<file path="src/rtl/tick_scheduler_pkg.sv">
// Shared types and helpers for the tick scheduler.
//   state_e     : sequencer states (IDLE, RUN, PAUSE)
//   Default*    : default period/level-count constants
//   calc_limit  : tick period in clk cycles for a given speed level
package tick_scheduler_pkg;

  typedef enum logic [1:0] {
    IDLE  = 2'd0,
    RUN   = 2'd1,
    PAUSE = 2'd2
  } state_e;

  localparam int unsigned DefaultBaseDiv   = 25000000;
  localparam int unsigned DefaultNumLevels = 8;

  // Each level halves the period of the previous one.
  function automatic logic [31:0] calc_limit(input logic [31:0] base, input logic [7:0] level);
    return base >> level;
  endfunction

endpackage

</file>
<file path="src/rtl/rate_counter.sv">
// Free-running modulo counter used as the tick-rate divider.
//   clk, rst : clock, asynchronous active-high reset
//   en       : advance the count this cycle
//   clr      : force the count to zero (wins over en, suppresses term)
//   limit    : modulus; the count wraps after reaching limit-1
//   term     : high in the cycle the count wraps
module rate_counter #(
  parameter int unsigned CNT_W = 26
) (
  input  logic             clk,
  input  logic             rst,
  input  logic             en,
  input  logic             clr,
  input  logic [CNT_W-1:0] limit,
  output logic             term
);

  logic [CNT_W-1:0] count_q, count_d;
  logic             at_end;

  assign at_end = (count_q == limit - CNT_W'(1));
  assign term   = en & ~clr & at_end;

  always_comb begin
    count_d = count_q;
    if (clr) begin
      count_d = '0;
    end else if (en) begin
      count_d = at_end ? '0 : count_q + CNT_W'(1);
    end
  end

  always_ff @(posedge clk or posedge rst) begin
    if (rst) begin
      count_q <= '0;
    end else begin
      count_q <= count_d;
    end
  end

endmodule

</file>
<file path="src/rtl/tick_scheduler.sv">
// Run/pause/step rate sequencer with selectable speed levels.
//   clk, rst     : clock, asynchronous active-high reset
//   start        : pulse, enter or resume RUN
//   stop         : pulse, RUN -> PAUSE
//   step         : pulse, single tick while not running
//   speed_up     : pulse, level + 1 (saturating)
//   speed_down   : pulse, level - 1 (saturating)
//   tick         : one-cycle advance enable, period BASE_DIV >> level
//   slow_clk     : toggles on every tick
//   speed_level  : current level
//   running      : high in RUN
//   tick_count   : 16-bit count of ticks, present only with TICK_CNT_EN defined
module tick_scheduler
  import tick_scheduler_pkg::*;
#(
  parameter int unsigned BASE_DIV   = DefaultBaseDiv,
  parameter int unsigned NUM_LEVELS = DefaultNumLevels,
  parameter int unsigned LVL_W      = 3,
  parameter int unsigned CNT_W      = 26,
  parameter int unsigned INIT_LEVEL = 0
) (
  input  logic             clk,
  input  logic             rst,
  input  logic             start,
  input  logic             stop,
  input  logic             step,
  input  logic             speed_up,
  input  logic             speed_down,
  output logic             tick,
  output logic             slow_clk,
  output logic [LVL_W-1:0] speed_level,
  output logic             running
`ifdef TICK_CNT_EN
  ,
  output logic [15:0]      tick_count
`endif
);

  if ((BASE_DIV >> (NUM_LEVELS - 1)) < 2) begin : g_bad_base_div
    $error("BASE_DIV >> (NUM_LEVELS-1) must be at least 2");
  end
  if (((64'(BASE_DIV) - 64'd1) >> CNT_W) != 64'd0) begin : g_bad_cnt_w
    $error("CNT_W too narrow for BASE_DIV-1");
  end
  if (INIT_LEVEL >= NUM_LEVELS) begin : g_bad_init_level
    $error("INIT_LEVEL out of range");
  end

  localparam logic [LVL_W-1:0] MaxLevel  = LVL_W'(NUM_LEVELS - 1);
  localparam logic [LVL_W-1:0] InitLevel = LVL_W'(INIT_LEVEL);

  state_e           state_q, state_d;
  logic [LVL_W-1:0] level_q, level_d;
  logic             tick_q, tick_d;
  logic             slow_q, slow_d;
  logic             running_q;
  logic             lvl_inc, lvl_dec, lvl_change;
  logic             step_fire, term;
  logic [CNT_W-1:0] limit;

  // Opposing requests on the same edge cancel; saturated requests are no-ops.
  assign lvl_inc    = speed_up & ~speed_down & (level_q != MaxLevel);
  assign lvl_dec    = speed_down & ~speed_up & (level_q != '0);
  assign lvl_change = lvl_inc | lvl_dec;

  always_comb begin
    level_d = level_q;
    if (lvl_inc) begin
      level_d = level_q + LVL_W'(1);
    end else if (lvl_dec) begin
      level_d = level_q - LVL_W'(1);
    end
  end

  // Limit follows the current level; a level change clears the counter on the same edge,
  // so the new limit governs from the next cycle on.
  assign limit = CNT_W'(calc_limit(32'(BASE_DIV), 8'(level_q)));

  rate_counter #(
    .CNT_W (CNT_W)
  ) u_rate_counter (
    .clk   (clk),
    .rst   (rst),
    .en    (state_q == RUN),
    .clr   (lvl_change),
    .limit (limit),
    .term  (term)
  );

  // Priority stop > start > step; stop outside RUN is ignored but still masks start/step.
  always_comb begin
    state_d   = state_q;
    step_fire = 1'b0;
    case (state_q)
      IDLE, PAUSE: begin
        if (!stop) begin
          if (start) begin
            state_d = RUN;
          end else if (step) begin
            step_fire = 1'b1;
          end
        end
      end
      RUN: begin
        if (stop) begin
          state_d = PAUSE;
        end
      end
      default: state_d = IDLE;
    endcase
  end

  assign tick_d = term | step_fire;
  assign slow_d = slow_q ^ tick_d;

  always_ff @(posedge clk or posedge rst) begin
    if (rst) begin
      state_q   <= IDLE;
      level_q   <= InitLevel;
      tick_q    <= 1'b0;
      slow_q    <= 1'b0;
      running_q <= 1'b0;
    end else begin
      state_q   <= state_d;
      level_q   <= level_d;
      tick_q    <= tick_d;
      slow_q    <= slow_d;
      running_q <= (state_d == RUN);
    end
  end

  assign tick        = tick_q;
  assign slow_clk    = slow_q;
  assign speed_level = level_q;
  assign running     = running_q;

`ifdef TICK_CNT_EN
  logic [15:0] tick_cnt_q;

  // Restarts on a fresh run from IDLE; resuming from PAUSE keeps the tally.
  always_ff @(posedge clk or posedge rst) begin
    if (rst) begin
      tick_cnt_q <= '0;
    end else if ((state_q == IDLE) && (state_d == RUN)) begin
      tick_cnt_q <= '0;
    end else if (tick_q) begin
      tick_cnt_q <= tick_cnt_q + 16'd1;
    end
  end

  assign tick_count = tick_cnt_q;
`endif

endmodule

</file>
<file path="config.mk">
export PLATFORM = sky130hd
export DESIGN_NAME = tick_scheduler
export DESIGN_NICKNAME = d
export VERILOG_FILES = /design/src/rtl/tick_scheduler_pkg.sv /design/src/rtl/rate_counter.sv /design/src/rtl/tick_scheduler.sv
export SDC_FILE = /design/constraint.sdc
export NUM_CORES = 1
export LEC_CHECK = 0
export CORE_MARGIN = 8
export CORE_UTILIZATION = 60
export CTS_CLUSTER_SIZE = 28
export DETAILED_ROUTE_END_ITERATION = 8
export PLACE_DENSITY_LB_ADDON = 0.25
export SLEW_MARGIN = 20
export SYNTH_ARGS = -nofsm -noshare
export SYNTH_HDL_FRONTEND = slang
export SYNTH_SLANG_ARGS = --single-unit
</file>
<file path="constraint.sdc">
create_clock -name clk -period 3.5 [get_ports clk]
set_input_delay 0.7 -clock clk [delete_from_list [all_inputs] [get_ports clk]]
set_output_delay 0.7 -clock clk [all_outputs]
set_load 0.02 [all_outputs]
</file>
==> qor.yml, run 1 <==
yosys:
  yosys_most_used_dff: "dfrtp_1"
  synth-compound-area-share_pct: 23.81
  yosysTopAreaCellShare_pct: 32.58
  synth-simple-area-share_pct: 31.24
  yosys_warnings: 0
  synth.mux.area_fraction_pct: 1.629
  syn_nets: 341
  synth-xor-area-share_pct: 2.683
  synth_seq_cells: 34
  synth-seq-area-share_pct: 32.58
  synth_top_area_cell: "dfrtp_1"
  synthAdderAreaFrac_pct: 1.725
  synth_area_leaders: "dfrtp_1, a21oi_1, nand3_1, nand2_1, nor3_1"
  netlist_instances: 331
  synth_top_family_by_area: "simple AND/OR/NAND/NOR gates"
  async_reset_ff_share_pct: 100.0
  syn_area_per_cell_sq_um: 7.889
  netlist_area_sq_um: 2611
  synth_edf_count: 0
  synth_cell_types: 56
place:
  routabilityCongestion: 0.9383
  hpwl_um: 4426
  io_buffers: 12
cts:
  numCtsBuffers: 5
  post-cts-setup-buffer-count: 0
  clkTransAtPathRegs_ns: 0.07
  post_cts_resized: 0
  clock_sinks: 34
  clockRootBuffer: "clkbuf_8"
  insertion_delay_ns: 0.29
  cts_max_path_buffers: 2
  hold_buffers: 0
  cts_tree: "built"
  htreeDepth: 2
pwr:
  p_leak_nw: 1.044
  power.density_nw_per_um2: 755.6
  ir_drop_mv: 0.3933
routing:
  post_drt_wl_per_cell_um: 16.43
  routed_wl_um: 6226
  routed_via_density: 6.464
  drtAntennaViolNets: 0
  dr.pass1.iters: 4
  vias: 2450
  drc: 0
  first_iter_violations: 253
global_routing:
  grt_usage_pct: 19.79
  grt_start_max_net_pins: 34
  grt_pass1_wl_um: 10520
  antenna_found_initial: 0
  first_global_vias: 2243
  grt_remaining_overflow: 0
layout:
  final_cell_mix: "a21oi_1, dfrtp_1, nand3_1"
  final_common_cell: "a21oi_1"
  fin_util_pct: 66.05
  nets: 336
  diodes: 0
  fillers: 362
  seq_area_sq_um: 850.8
  layout-drive-gt1-share_pct: 8.869
  synthToLayoutAreaGrowth_pct: 7.858
  multiInputGateArea_sq_um: 1599
sta:
  tightest_slew_ns: 0.8147
  fin_crit_ns: 2.857
  grt_setup_unrepaired: "no"
  timing.fmax_mhz: 350.0
  tns_ns: 0
  setup_viol: 0
  drv_slew: 0
  fin_crit_sh_pct: 81.64
  fin_worst_skew_ns: 0.002902
  finalHoldViolCount: 0
  slew-limit-headroom_pct: 45.58
floorplanning:
  dieArea_sq_um: 6719
  die-width_um: 81.97
  io_pins: 13
  rows: 24
  die_h_um: 81.97
  fp.coreArea_sq_um: 4264
  start_util_pct: 61.24
status:
  status: "completed"
setup_path:
  cp-start-kind: "flip-flop"
  arrival_ns: 3.07
  critPathKind: "flip-flop to flip-flop"
  critPathCaptureType: "flip-flop"
  cp.required_ns: 3.71
  crit_fanout: 22
worst_hold_path:
  hp-class: "flip-flop to flip-flop"
flow_run:
  cap_violations: 0
-- kinds of logic (layout without fill, tap and decap cells) --
family | after synthesis | count (layout)
AO/OA/AOI/OAI | 91 | 91
XOR/XNOR | 8 | 8
adder cells (fa/ha/maj) | 3 | 3
buffers and inverters | 38 | 34
flip-flops | 34 | 34
multiplexers | 4 | 4
AND/OR/NAND/NOR | 153 | 153
-- Yosys cell counts (5+ instances only) --
cell type / number
and3_1: 7
o211ai_1: 6
o21ai_0: 8
a21oi_1: 37
nor2b_1: 5
nand4_1: 5
buf_2: 6
nand2_1: 32
dfrtp_1: 34
nor2_1: 14
clkbuf_1: 19
nor3_1: 19
inv_1: 5
nand2b_1: 9
nand3_1: 33
a211oi_1: 6
a31oi_1: 12
-- per-stage QoR --
stage | hold WS [ns] | setup WS (ns) | power, mW | area, sq um | cells
4_1_cts | 0.4931 | 0.6408 | 2.126 | 2816 | 379
6_report | 0.4770 | 0.6427 | 2.128 | 2816 | 379
5_1_grt | 0.4944 | 0.4524 | 2.295 | 2816 | 379
3_5_place_dp | 0.4835 | 0.6471 | 1.817 | 2721 | 371
2_1_floorplan | 0.5112 | 0.3632 | 1.573 | 2611 | 331
3_3_place_gp | 0.4572 | 0.7711 | 1.786 | 2721 | 371
-- report_power, final --
part	total, mW	switching [mW]	internal (mW)
combinational	1.06	0.600	0.456
clock	0.305	0.147	0.158
sequential	0.768	0.246	0.521
total	2.13	0.993	1.14
-- path summary, 6_finish.rpt --
path	startpoint	end	depth (start not counted)	slack (ns)
worst min-delay path	slow_clk$_DFF_PP0_	slow_clk$_DFF_PP0_	1	0.48
worst min register to register	slow_clk$_DFF_PP0_	slow_clk$_DFF_PP0_	1	0.48
worst max-delay path	speed_level[2]$_DFFE_PP0N_	slow_clk$_DFF_PP0_	11	0.64
min in group asynchronous	rst	u_rate_counter.count_q[14]$_DFFE_PP0P_	2	0.82
worst max register to register	speed_level[2]$_DFFE_PP0N_	slow_clk$_DFF_PP0_	11	0.64
max in group asynchronous	rst	speed_level[0]$_DFFE_PP0N_	3	1.99
-- registers in the layout, summed over array words and instances (netlist names) --
signal	count
running	1
slow_clk	1
speed_level	3
state_q	2
tick	1
u_rate_counter.count_q	26
-- critical path, stage by stage, from the launching register on --
cell	delay (ns)
dfrtp_1	0.35
inv_1	0.13
or3_1	0.40
ha_1	0.22
xnor2_1	0.16
nand4b_1	0.18
a32o_1	0.30
a2111oi_4	0.28
nand4_2	0.14
buf_4	0.24
o31ai_4	0.21
xor2_1	0.17
-- per-layer routing --
metal	wire [um]	GRT usage (%)	part of all wire, %
met1	2826	25.38	45
met2	2867	31.73	46
met3	388	4.267	6.2
met4	144	7.719	2.3
met5	0	0	0
-- cell type report --
cell class / instances / area share, %
clock buffer: 6 / 2.932
timing repair buffer: 21 / 6.664
tap: 52 / 2.310
clock inverter: 2 / 0.4442
multi-input combinational: 259 / 56.77
inverter: 5 / 0.6664
sequential: 34 / 30.21
Note: power is estimated with default switching activity, not from simulation.
==> run 2: changes to the inputs <==
--- a/config.mk
+++ b/config.mk
@@ -6,7 +6,7 @@
 export NUM_CORES = 1
 export LEC_CHECK = 0
 export CORE_MARGIN = 8
-export CORE_UTILIZATION = 60
+export CORE_UTILIZATION = 55
 export CTS_CLUSTER_SIZE = 28
 export DETAILED_ROUTE_END_ITERATION = 8
 export PLACE_DENSITY_LB_ADDON = 0.25
==> constraint.sdc (replaced) <==
create_clock -name clk -period 2.5 [get_ports clk]
set_input_delay 0.5 -clock clk [delete_from_list [all_inputs] [get_ports clk]]
set_output_delay 0.5 -clock clk [all_outputs]
set_load 0.02 [all_outputs]
==> qor.yml, run 2 (same netlist as run 1, synthesis figures left out) <==
setup_path:
  cp.required_ns: 2.73
  arrival_ns: 2.87
  reg2reg_from: "speed_level[2]$_DFFE_PP0N_"
  timing.rr.end: "u_rate_counter.count_q[20]$_DFFE_PP0P_"
  critPathCaptureType: "flip-flop"
  cp-start-kind: "flip-flop"
  reg2reg_depth: 9
  r2r_setup_slack_ns: -0.14
  critPathKind: "flip-flop to flip-flop"
  crit_fanout: 33
routing:
  drc: 0
  first_iter_violations: 296
  routed_via_density: 6.653
  routed_wl_um: 7278
  vias: 2688
  post_drt_wl_per_cell_um: 18.01
  dr.pass1.iters: 6
  drtAntennaViolNets: 0
cts:
  clockRootBuffer: "clkbuf_8"
  cts_max_path_buffers: 2
  numCtsBuffers: 5
  htreeDepth: 2
  cts_tree: "built"
  clock_sinks: 34
  clkTransAtPathRegs_ns: 0.08
  insertion_delay_ns: 0.30
layout:
  diodes: 0
  largest_register_ffs: 26
  regMostFlops: "u_rate_counter.count_q"
  layout-drive-gt1-share_pct: 17.14
  fin_util_pct: 65.88
  final_cell_mix: "a21oi_1, nand3_1, nand2_1"
  final_common_cell: "a21oi_1"
  fin_area_sq_um: 3070
  synthToLayoutAreaGrowth_pct: 17.58
  nets: 359
global_routing:
  grt_remaining_overflow: 0
  grt_start_max_net_pins: 35
  first_global_vias: 2451
  antenna_found_initial: 0
  grt_usage_pct: 21.31
  grt_pass1_wl_um: 12300
pwr:
  ir_drop_mv: 0.6117
  p_leak_nw: 1.193
  power.density_nw_per_um2: 1138
sta:
  fin_crit_ns: 2.643
  finalHoldViolCount: 0
  drv_slew: 0
  setup_viol: 27
  setup_ws_ns: -0.1426
  slew-limit-headroom_pct: 49.40
  fin_hold_ws_ns: 0.4747
  fin_worst_skew_ns: 0.006332
  tightest_slew_ns: 0.7574
  grt_setup_unrepaired: "yes"
  fin_crit_sh_pct: 105.7
  timing.fmax_mhz: 378.4
worst_hold_path:
  hold_end: "slow_clk$_DFF_PP0_"
  whs_path_depth: 1
  hp-class: "flip-flop to flip-flop"
  hp-start: "slow_clk$_DFF_PP0_"
place:
  hpwl_um: 5024
  place_area_sq_um: 2909
  io_buffers: 12
  routabilityCongestion: 0.9350
floorplanning:
  die_h_um: 84.91
  die-width_um: 84.91
  start_util_pct: 56.03
  fp.coreArea_sq_um: 4661
  io_pins: 13
  rows: 25
  dieArea_sq_um: 7209
status:
  status: "finished, violations left"
  violations: "setup timing"
flow_run:
  cap_violations: 0
## run 2: cell types whose count changed in the layout (fill, tap and decap cells not counted), moves of 2 or more
cell | before | now
inv_2 | 0 | 2
dfrtp_2 | 0 | 3
buf_4 | 9 | 30
dfrtp_1 | 34 | 31
inv_1 | 5 | 3
bufinv_16 | 0 | 2
## run 2: stage by stage
| stage | total power, mW | setup slack, ns | cells | setup TNS [ns] |
|---|---|---|---|---|
| 3_5_place_dp | 2.812 | -0.1140 | 394 | -0.8415 |
| 5_1_grt | 3.735 | -0.2652 | 404 | -4.951 |
| 2_1_floorplan | 2.282 | -0.3329 | 331 | -7.354 |
| 4_1_cts | 3.472 | -0.1172 | 403 | -0.7882 |
| 3_3_place_gp | 2.748 | -0.07969 | 394 | -0.4104 |
| 6_report | 3.494 | -0.1426 | 404 | -1.583 |
## run 2: layout make-up
| type | count | area (sq um) |
|---|---|---|
| clock buffers | 6 | 82.58 |
| clock inverters | 2 | 60.06 |
| flip-flops and latches | 34 | 854.6 |
| multi-input cells | 259 | 1610 |
| inverters | 5 | 18.77 |
| fillers | 398 | 1590 |
| repair buffers | 44 | 376.6 |
| well taps | 54 | 67.56 |
## run 2: power breakdown
part           leakage, nW  total [mW]  internal (mW)  switching, mW
Sequential           0.437        1.03          0.735          0.299
Combinational        0.685        1.81          0.810           1.00
Clock               0.0714       0.650          0.425          0.224
## run 2: routing by layer
layer | up-vias | part of all wire [%] | GRT usage [%] | routed length (um)
li1 | 1255 | - | - | -
met1 | 1324 | 41 | 26.72 | 2996
met2 | 96 | 51 | 34.72 | 3700
met3 | 13 | 6.0 | 3.958 | 434
met4 | 0 | 2.0 | 9.547 | 146
met5 | - | 0 | 0 | 0
## run 2: worst max-delay path by stage
| stage | slack (ns) | startpoint | depth (start not counted) | to |
|---|---|---|---|---|
| after floorplan | -0.33 | speed_level[1]$_DFFE_PP0N_ | 12 | u_rate_counter.count_q[20]$_DFFE_PP0P_ |
| after global placement | -0.08 | speed_level[2]$_DFFE_PP0N_ | 11 | u_rate_counter.count_q[20]$_DFFE_PP0P_ |
| after detailed placement | -0.11 | speed_level[2]$_DFFE_PP0N_ | 11 | u_rate_counter.count_q[20]$_DFFE_PP0P_ |
| after CTS | -0.12 | speed_level[2]$_DFFE_PP0N_ | 10 | u_rate_counter.count_q[20]$_DFFE_PP0P_ |
| after global routing | -0.27 | speed_level[2]$_DFFE_PP0N_ | 11 | u_rate_counter.count_q[20]$_DFFE_PP0P_ |
| final | -0.14 | speed_level[2]$_DFFE_PP0N_ | 9 | u_rate_counter.count_q[20]$_DFFE_PP0P_ |
## run 2: repair_timing
item                                    in CTS  in global routing
pin swaps                                    4                  0
endpoints found under the setup margin      26                 27
gates cloned                                 0                  0
gates resized for setup                      1                  1
hold buffers                                 0                  0
setup buffers                                1                  1
## run 2: worst max-delay path: stages (launching register included)
cell and delay [ns]:
dfrtp_2 0.41, buf_4 0.19, or3_1 0.40, a22oi_1 0.24, xor2_1 0.26, a2111oi_4 0.07, nand4_2 0.17, buf_12 0.20
or4b_1 0.45, a21oi_1 0.17
